$ cat config.mk
export PLATFORM = sky130hd
export DESIGN_NAME = hazard_ctrl_flat
export DESIGN_NICKNAME = d
export VERILOG_FILES = /design/src/rtl/hazard_ctrl_if.sv /design/src/rtl/hazard_ctrl.sv /design/src/flat_wrapper.sv
export SDC_FILE = /design/constraint.sdc
export NUM_CORES = 1
export LEC_CHECK = 0
export ABC_CLOCK_PERIOD_IN_PS = 4400
export CAP_MARGIN = 0
export CORE_ASPECT_RATIO = 0.7
export CORE_UTILIZATION = 40
export DETAILED_ROUTE_END_ITERATION = 10
export GPL_TIMING_DRIVEN = 0
export PLACE_DENSITY = 0.87
export SETUP_SLACK_MARGIN = 0.2
export SLEW_MARGIN = 20
export SYNTH_ARGS = -nofsm -noshare
export SYNTH_HDL_FRONTEND = slang
export SYNTH_SLANG_ARGS = --single-unit
$ cat constraint.sdc
create_clock -name clk -period 4.4 [get_ports clk]
set_input_delay 0.66 -clock clk [delete_from_list [all_inputs] [get_ports clk]]
set_output_delay 0.66 -clock clk [all_outputs]
set_load 0.03 [all_outputs]
$ cat src/rtl/hazard_ctrl_if.sv
// Control bundle between the ID/EXE/MEM pipeline registers and hazard_ctrl.
// No latency of its own; pure wiring.
// No flow control: every signal is sampled every cycle.
interface hazard_ctrl_if #(
  parameter int CNT_W = 16
);
  logic [3:0]       id_src1;
  logic [3:0]       id_src2;
  logic             id_two_src;
  logic             id_src1_valid;
  logic [3:0]       exe_dest;
  logic             exe_wb_en;
  logic             exe_mem_r_en;
  logic [3:0]       mem_dest;
  logic             mem_wb_en;
  logic             mem_stage_r_en;
  logic             mem_stage_w_en;
  logic             fwd_en;
  logic             branch_taken;
  logic             sram_ready;
  logic             sram_req;
  logic             freeze_pc;
  logic             freeze_if_id;
  logic             flush_if_id;
  logic             flush_id_ex;
  logic             freeze_all;
  logic [CNT_W-1:0] stall_cnt;

  // Pipeline side: drives stage information, consumes freeze/flush controls.
  modport master (
    output id_src1, id_src2, id_two_src, id_src1_valid,
    output exe_dest, exe_wb_en, exe_mem_r_en,
    output mem_dest, mem_wb_en, mem_stage_r_en, mem_stage_w_en,
    output fwd_en, branch_taken, sram_ready,
    input  sram_req, freeze_pc, freeze_if_id, flush_if_id, flush_id_ex,
    input  freeze_all, stall_cnt
  );

  // Controller side.
  modport slave (
    input  id_src1, id_src2, id_two_src, id_src1_valid,
    input  exe_dest, exe_wb_en, exe_mem_r_en,
    input  mem_dest, mem_wb_en, mem_stage_r_en, mem_stage_w_en,
    input  fwd_en, branch_taken, sram_ready,
    output sram_req, freeze_pc, freeze_if_id, flush_if_id, flush_id_ex,
    output freeze_all, stall_cnt
  );
endinterface

$ cat src/rtl/hazard_ctrl.sv
// Pipeline hazard/flush control with a RUN/WAIT FSM sequencing SRAM accesses.
// Hazard and branch outputs are combinational (same cycle); SRAM access >= 2 cycles.
// Memory stall freezes the whole pipeline until sram_ready in WAIT; freeze wins over branch and hazard.
module hazard_ctrl #(
  parameter int CNT_W = 16
) (
  input  logic       clk,
  input  logic       rst,
  hazard_ctrl_if.slave hc
);

  typedef enum logic {
    ST_RUN  = 1'b0,
    ST_WAIT = 1'b1
  } state_t;

  state_t           state_q, state_d;
  logic [CNT_W-1:0] stall_cnt_q, stall_cnt_d;

  logic mem_op;
  logic freeze_all_c;
  logic hit_exe, hit_mem;
  logic hazard_raw;
  logic stall_cycle;

  // A destination register matches when either real source operand names it.
  function automatic logic src_hit(input logic [3:0] d,
                                   input logic [3:0] s1, input logic s1_v,
                                   input logic [3:0] s2, input logic s2_v);
    return (s1_v && (d == s1)) || (s2_v && (d == s2));
  endfunction

  // RAW detection: without forwarding any in-flight writer stalls; with it only a load in EXE does.
  always_comb begin
    hit_exe = src_hit(hc.exe_dest, hc.id_src1, hc.id_src1_valid, hc.id_src2, hc.id_two_src);
    hit_mem = src_hit(hc.mem_dest, hc.id_src1, hc.id_src1_valid, hc.id_src2, hc.id_two_src);
    if (hc.fwd_en) begin
      hazard_raw = hc.exe_mem_r_en && hit_exe;
    end else begin
      hazard_raw = (hc.exe_wb_en && hit_exe) || (hc.mem_wb_en && hit_mem);
    end
  end

  // FSM next state and the memory freeze; sram_ready only matters while waiting.
  always_comb begin
    mem_op       = hc.mem_stage_r_en || hc.mem_stage_w_en;
    state_d      = state_q;
    freeze_all_c = 1'b0;
    if (state_q == ST_RUN) begin
      freeze_all_c = mem_op;
      if (mem_op) state_d = ST_WAIT;
    end else begin
      freeze_all_c = !hc.sram_ready;
      if (hc.sram_ready) state_d = ST_RUN;
    end
  end

  // Prioritised outputs: memory freeze, then branch flush, then RAW bubble; all held low in reset.
  always_comb begin
    hc.sram_req     = 1'b0;
    hc.freeze_all   = 1'b0;
    hc.freeze_pc    = 1'b0;
    hc.freeze_if_id = 1'b0;
    hc.flush_if_id  = 1'b0;
    hc.flush_id_ex  = 1'b0;
    if (!rst) begin
      hc.sram_req = (state_q == ST_WAIT);
      if (freeze_all_c) begin
        hc.freeze_all = 1'b1;
      end else if (hc.branch_taken) begin
        // The hazarding ID instruction is discarded, so no freeze is needed.
        hc.flush_if_id = 1'b1;
        hc.flush_id_ex = 1'b1;
      end else if (hazard_raw) begin
        hc.freeze_pc    = 1'b1;
        hc.freeze_if_id = 1'b1;
        hc.flush_id_ex  = 1'b1;
      end
    end
  end

  // Saturating count of cycles lost to memory freezes or RAW bubbles.
  always_comb begin
    stall_cycle = freeze_all_c || (hazard_raw && !hc.branch_taken);
    stall_cnt_d = stall_cnt_q;
    if (stall_cycle && (stall_cnt_q != {CNT_W{1'b1}})) begin
      stall_cnt_d = stall_cnt_q + {{(CNT_W-1){1'b0}}, 1'b1};
    end
  end

  // State and counter registers; reset aborts any SRAM access in progress.
  always_ff @(posedge clk) begin
    if (rst) begin
      state_q     <= ST_RUN;
      stall_cnt_q <= '0;
    end else begin
      state_q     <= state_d;
      stall_cnt_q <= stall_cnt_d;
    end
  end

  assign hc.stall_cnt = stall_cnt_q;

endmodule

$ cat src/flat_wrapper.sv
// flat-port wrapper written by rule: the top's interface ports become plain ports
module hazard_ctrl_flat 
#(
  parameter int CNT_W = 16
)
  (clk, rst, hc_id_src1, hc_id_src2, hc_id_two_src, hc_id_src1_valid, hc_exe_dest, hc_exe_wb_en, hc_exe_mem_r_en, hc_mem_dest, hc_mem_wb_en, hc_mem_stage_r_en, hc_mem_stage_w_en, hc_fwd_en, hc_branch_taken, hc_sram_ready, hc_sram_req, hc_freeze_pc, hc_freeze_if_id, hc_flush_if_id, hc_flush_id_ex, hc_freeze_all, hc_stall_cnt);
  hazard_ctrl_if #(.CNT_W(CNT_W)) hc_i ();
  input  logic clk;
  input  logic rst;
  input wire logic [$bits(hc_i.id_src1)-1:0] hc_id_src1;
  input wire logic [$bits(hc_i.id_src2)-1:0] hc_id_src2;
  input wire logic [$bits(hc_i.id_two_src)-1:0] hc_id_two_src;
  input wire logic [$bits(hc_i.id_src1_valid)-1:0] hc_id_src1_valid;
  input wire logic [$bits(hc_i.exe_dest)-1:0] hc_exe_dest;
  input wire logic [$bits(hc_i.exe_wb_en)-1:0] hc_exe_wb_en;
  input wire logic [$bits(hc_i.exe_mem_r_en)-1:0] hc_exe_mem_r_en;
  input wire logic [$bits(hc_i.mem_dest)-1:0] hc_mem_dest;
  input wire logic [$bits(hc_i.mem_wb_en)-1:0] hc_mem_wb_en;
  input wire logic [$bits(hc_i.mem_stage_r_en)-1:0] hc_mem_stage_r_en;
  input wire logic [$bits(hc_i.mem_stage_w_en)-1:0] hc_mem_stage_w_en;
  input wire logic [$bits(hc_i.fwd_en)-1:0] hc_fwd_en;
  input wire logic [$bits(hc_i.branch_taken)-1:0] hc_branch_taken;
  input wire logic [$bits(hc_i.sram_ready)-1:0] hc_sram_ready;
  output wire logic [$bits(hc_i.sram_req)-1:0] hc_sram_req;
  output wire logic [$bits(hc_i.freeze_pc)-1:0] hc_freeze_pc;
  output wire logic [$bits(hc_i.freeze_if_id)-1:0] hc_freeze_if_id;
  output wire logic [$bits(hc_i.flush_if_id)-1:0] hc_flush_if_id;
  output wire logic [$bits(hc_i.flush_id_ex)-1:0] hc_flush_id_ex;
  output wire logic [$bits(hc_i.freeze_all)-1:0] hc_freeze_all;
  output wire logic [$bits(hc_i.stall_cnt)-1:0] hc_stall_cnt;
  assign hc_i.id_src1 = hc_id_src1;
  assign hc_i.id_src2 = hc_id_src2;
  assign hc_i.id_two_src = hc_id_two_src;
  assign hc_i.id_src1_valid = hc_id_src1_valid;
  assign hc_i.exe_dest = hc_exe_dest;
  assign hc_i.exe_wb_en = hc_exe_wb_en;
  assign hc_i.exe_mem_r_en = hc_exe_mem_r_en;
  assign hc_i.mem_dest = hc_mem_dest;
  assign hc_i.mem_wb_en = hc_mem_wb_en;
  assign hc_i.mem_stage_r_en = hc_mem_stage_r_en;
  assign hc_i.mem_stage_w_en = hc_mem_stage_w_en;
  assign hc_i.fwd_en = hc_fwd_en;
  assign hc_i.branch_taken = hc_branch_taken;
  assign hc_i.sram_ready = hc_sram_ready;
  assign hc_sram_req = hc_i.sram_req;
  assign hc_freeze_pc = hc_i.freeze_pc;
  assign hc_freeze_if_id = hc_i.freeze_if_id;
  assign hc_flush_if_id = hc_i.flush_if_id;
  assign hc_flush_id_ex = hc_i.flush_id_ex;
  assign hc_freeze_all = hc_i.freeze_all;
  assign hc_stall_cnt = hc_i.stall_cnt;
  hazard_ctrl #(.CNT_W(CNT_W)) u_core (.clk(clk), .rst(rst), .hc(hc_i));
endmodule
======== After elaboration in Yosys (flattened, before gate mapping) ========
Cells that the tools add are included.
storage, ports and cells
  bits in registers ....................... 17
  output and inout bits ................... 22
operators by class
  eq/ne operators ......................... 5
  reductions and logical operators ........ 16
  multiplexer cells ....................... 18
  add/subtract/negate cells ............... 1
operator list
  operator               number
  $mux 1                 18
  $add 16x1->16 const B  1
  $eq 4x4->1             4
  $ne 16x16->1 const B   1
  $logic_and 1x1->1      9
  $logic_or 1x1->1       5
  $logic_not 1->1        2

======== Logic depth before layout (Yosys ltp) ========
  depth after elaboration ................. 10
  depth in mapped cells ................... 9
  mapped depth without buffers ............ 7

======== Least setup slack after synthesis ========
OpenSTA, ideal clock, no wires.
  path kind ............................... in2out
  start ................................... in hc_id_src1[1]
  end ..................................... out hc_freeze_pc
  buffers on the path ..................... 1
  slack ................................... 1.075 ns
  data arrival time ....................... 2.665 ns
  stages on the path ...................... 7
  cell sequence ........................... xor2_1 > nor3_1 > nand4_1 > o21ai_1 > nor2_1 > nor4_1 > buf_4
on the way
  cells in the longest elaborated chain, start to end .. 10
RTL lines
  item                    line                source
  start, declared         flat_wrapper.sv:10  input wire logic [$bits(hc_i.id_src1)-1:0] hc_id_src1;
  $eq 4x4->1              hazard_ctrl.sv:30   return (s1_v && (d == s1)) || (s2_v && (d == s2));
  $logic_and 1x1->1       hazard_ctrl.sv:30
  $logic_or 1x1->1        hazard_ctrl.sv:30
  $logic_and 1x1->1       hazard_ctrl.sv:40   hazard_raw = (hc.exe_wb_en && hit_exe) || (hc.mem_wb_en && hit_mem);
  $logic_or 1x1->1        hazard_ctrl.sv:40
  $mux 1 *                hazard_ctrl.sv:37   if (hc.fwd_en) begin
  $mux 1 * (4 in series)  --
  end, declared           flat_wrapper.sv:25  output wire logic [$bits(hc_i.freeze_pc)-1:0] hc_freeze_pc;
Every way passes the cells marked *; elsewhere a longest branch is shown, timed or not.

======== Worst setup path after layout ========
  start ................................... in hc_id_src2[0]
  end ..................................... out hc_freeze_pc
on the way
  cells in the longest elaborated chain, start to end .. 10
RTL lines
  item               line                source
  start, declared    flat_wrapper.sv:11  input wire logic [$bits(hc_i.id_src2)-1:0] hc_id_src2;
  $eq 4x4->1         hazard_ctrl.sv:30
  $logic_and 1x1->1  hazard_ctrl.sv:30
  $logic_or 1x1->1   hazard_ctrl.sv:30
  $logic_and 1x1->1  hazard_ctrl.sv:40
  $logic_or 1x1->1   hazard_ctrl.sv:40
  $mux 1 *           hazard_ctrl.sv:37
  $mux 1 *           hazard_ctrl.sv:74   end else if (hazard_raw) begin
  $mux 1 *           hazard_ctrl.sv:70   end else if (hc.branch_taken) begin
  $mux 1 *           hazard_ctrl.sv:68   if (freeze_all_c) begin
  $mux 1 *           hazard_ctrl.sv:66   if (!rst) begin
Marks and branches as above.

==> summary.md <==
Peak supply drop: 173.7 uV. For the final setup violation count, the log shows 0. The shortest period the worst path allows came out at 3.926 ns. The post-synthesis simple-gate area fraction came out at 29.48%. After technology mapping, the gate count stands at 137. By area, the combinational part of the netlist is dominated by simple AND/OR/NAND/NOR gates. The number of nets in the synthesized netlist is 166. Number of antenna cells inserted: 0.

Routability-driven placement finished with a final weighted congestion of 0.8616. The most common cell in the netlist is dfxtp_1. Sequential elements use 29.92% of the synthesized area. The share of final-layout standard cells stronger than drive strength 1 works out to 8.421%.

The leading area contributor after synthesis is dfxtp_1. The max-capacitance violation count was 0. The logs give 0 for the count of hold buffers inserted by post-cts repair and 50 for the number of primary I/O pins. After clock tree synthesis, the clock-pin slew on the worst setup and hold paths is 0.07 ns. The average wire length per cell after detail routing is 15.48 um. For the final number of max-transition violations, the log shows 0. For this block, the initial DRC count from the detailed router was 68. Buffers inserted during clock tree synthesis total 3. The first TritonRoute pass finished after 4 iterations. The run gives 0 as the number of hold-slack violations in the final timing report. In this run the deepest clock path goes through 2 buffers. The tools report the kind of end point of the critical path as an output port. TritonCTS built the clock tree. Entering global routing, the biggest net connects 11 pins. The chip width came out at 65.74 um.

In this run the post-CTS setup repair buffer count came out at 0. Internal power comes to 0.2788 mW. Setup repair after global routing left no endpoint under its margin. Dividing the detail-routed via count by the number of cells gives 5.750. The tools report the number of antenna violations at the first check in global routing as 0. After layout, the worst setup slack is 0.4738 ns. The die covers 3064 um2. In this run the tightest slew margin relative to its limit is 68.98%. The starting density of the core is 44.23%, and the estimated wirelength of the detail-placed design is 2790 um.

Post-synthesis register bit count: 17. Each instance of the synthesized netlist takes up on average 8.302 um2. The tools report the power share of the sequential group as 41.5%. The Yosys step of the flow raised 0 warnings. The adder-cell share of the synthesized area works out to 1.100%.

The share of flip-flops with an asynchronous set or reset after synthesis is 0%. After clock tree synthesis, the repair step resized 0 gates. The worst setup path category is in -> out. The total of buffers placed on input and output ports is 49. The synthesized design devotes to its leading area cell type 29.92% of total area.

Across every metal layer, demand over resource in global routing totals 24.37%. The total overflow left after global routing is 0. The via count of the first global-routing pass is 1162. The count of nets left with antenna violations once routing finished came out at 0. The flow ran to the end, and the final reports show no timing, DRC or antenna violations. For the maximum clock frequency, the log shows 254.7 MHz. By count the netlist is led by dfxtp_1, a21oi_1, or3_1.

The worst setup path is launched from an input port. The layout overhead on the synthesized area was 50.94%; the switching component of the power was 0.1199 mW. For this run, the leading register cell type out of synthesis is dfxtp_1. The static leakage power came out at 0.5640 nW.

The total via count in the routed design is 1288. The worst hold path belongs to the class reg -> reg. OpenSTA, run right after detailed placement, puts the worst setup slack at 0.5134 ns. Multiplexer cells account for 1.870% of the synthesized area. The net count of the finished layout was 220; the power consumption was 0.3987 mW. The clock net sink count is 17, and the period utilization is 89.23%. Proportion of power drawn by combinational gates: 28.8%.

The logs give 0.26 ns for the insertion delay to the later sink of the worst-skew pair and 66.76% for the utilization after layout. Data arrives at the worst endpoint at 3.27 ns. Data on the critical path is required at its endpoint by 3.74 ns. Once placement finished, the instance area stood at 1670 um2. For the post-route setup TNS, the log shows 0 ns.

Counting flops with a built-in enable in the synthesized netlist gives 0. The residual DRC count is 0, and the fraction of power spent switching nets is 30.07%. After detailed routing, the total wire length is 3468 um. The height of the die was 46.62 um; the netlist area before placement was 1137 um2.

CTS placed an instance of clkbuf_8 at the clock tree root. After synthesis, the cell types taking the most area are dfxtp_1, xnor2_1, or3_1. The post-route standard cell area excluding fillers is 1717 um2.

The synthesized netlist devotes 13.09% of its cell area to XOR and XNOR gates. The number of levels the H-tree was split into came out at 1. At the pin with the least slew margin, the transition time is 0.4653 ns. The clock network power share is 29.7%, and the fraction of the mapped netlist area in compound gates is 19.58%. Across the routed clock network, the largest skew measured is 0.001347 ns. The netlist uses 40 different library cells. The global-route wire length before repair was 5513 um. The power density of the placed cells is 232.2 nW/um2. Along the worst path, the maximum fanout reaches 3. For the row count, the log shows 15. After floorplanning, the core was sized to cover 2571 um2.
## power groups by stage
| stage | Sequential, mW | Combinational [mW] | Clock, mW |
|---|---|---|---|
| 2_1_floorplan | 0.175 | 0.0522 | 0 |
| 3_3_place_gp | 0.168 | 0.109 | 0 |
| 3_5_place_dp | 0.169 | 0.114 | 0 |
| 4_1_cts | 0.165 | 0.114 | 0.120 |
| 5_1_grt | 0.166 | 0.122 | 0.128 |
| 6_report | 0.165 | 0.115 | 0.118 |
## cell usage in the layout (no fill, tap or decap), drive strengths merged, types with 3 or more instances in the layout
cell type and count:
nor2b 4, and3 4, o21ai 13, o31ai 3
xnor2 10, clkbuf 5, inv 4, a21oi 14
xor2 7, nor2 6, nand4 5, nor3 4
buf 3, nand2 4, nand3 10, or3 11
clkdlybuf4s50 49, dfxtp 17, or4 3
## flip-flops by register name (all words and copies together) (netlist names)
signal               count
u_core.state_q           1
u_core.hc.stall_cnt     16
## path summary, 6_finish.rpt
check                           cells after the start                                  end                                start  slack, ns
worst min-delay path                                2  u_core.hc.stall_cnt[5]$_SDFFE_PP0P_  u_core.hc.stall_cnt[5]$_SDFFE_PP0P_       0.52
worst max-delay path                                9                         hc_freeze_pc                        hc_id_src2[0]       0.47
worst min register to register                      2  u_core.hc.stall_cnt[5]$_SDFFE_PP0P_  u_core.hc.stall_cnt[5]$_SDFFE_PP0P_       0.52
worst max register to register                      9  u_core.hc.stall_cnt[1]$_SDFFE_PP0P_  u_core.hc.stall_cnt[3]$_SDFFE_PP0P_       2.33
## critical path: stages
cell and delay, ns:
clkdlybuf4s50_1 0.46, xor2_1 0.18, nor3_1 0.25, nand4_1 0.12, o21ai_1 0.23, nor2_1 0.14, nor4_1 0.36, buf_4 0.19
clkdlybuf4s50_1 0.68
## cells by family after synthesis
| logic type | Yosys count |
|---|---|
| AOI/OAI and AO/OA | 36 |
| xor gates and xnor gates | 17 |
| adders and majority gates | 1 |
| buffers and inverters | 9 |
| DFF | 17 |
| muxes | 2 |
| and+or+nand+nor | 55 |
## per-layer routing
layer  global-route usage [%]  wire length [um]
met2                    42.24              1620
met4                    6.957                91
met5                        0                 0
met3                    5.693               199
met1                    30.49              1558
## cell type report
class                      count  area [um2]
timing repair buffer          49       490.5
tap                           34       42.54
inverter                       4       15.01
multi-input combinational    111       740.7
fill                         190       854.6
buffer                         5       41.29
sequential                    17       340.3
clock buffer                   3       41.29
clock inverter                 1       5.005
## metrics by stage
| step | instances | hold slack, ns |
|---|---|---|
| global route | 224 | 0.5414 |
| global placement | 220 | 0.4709 |
| floorplan | 137 | 0.5872 |
| detailed placement | 220 | 0.5044 |
| finish | 224 | 0.5162 |
| CTS | 224 | 0.5141 |
No activity file was read; power rests on OpenSTA's default activity.
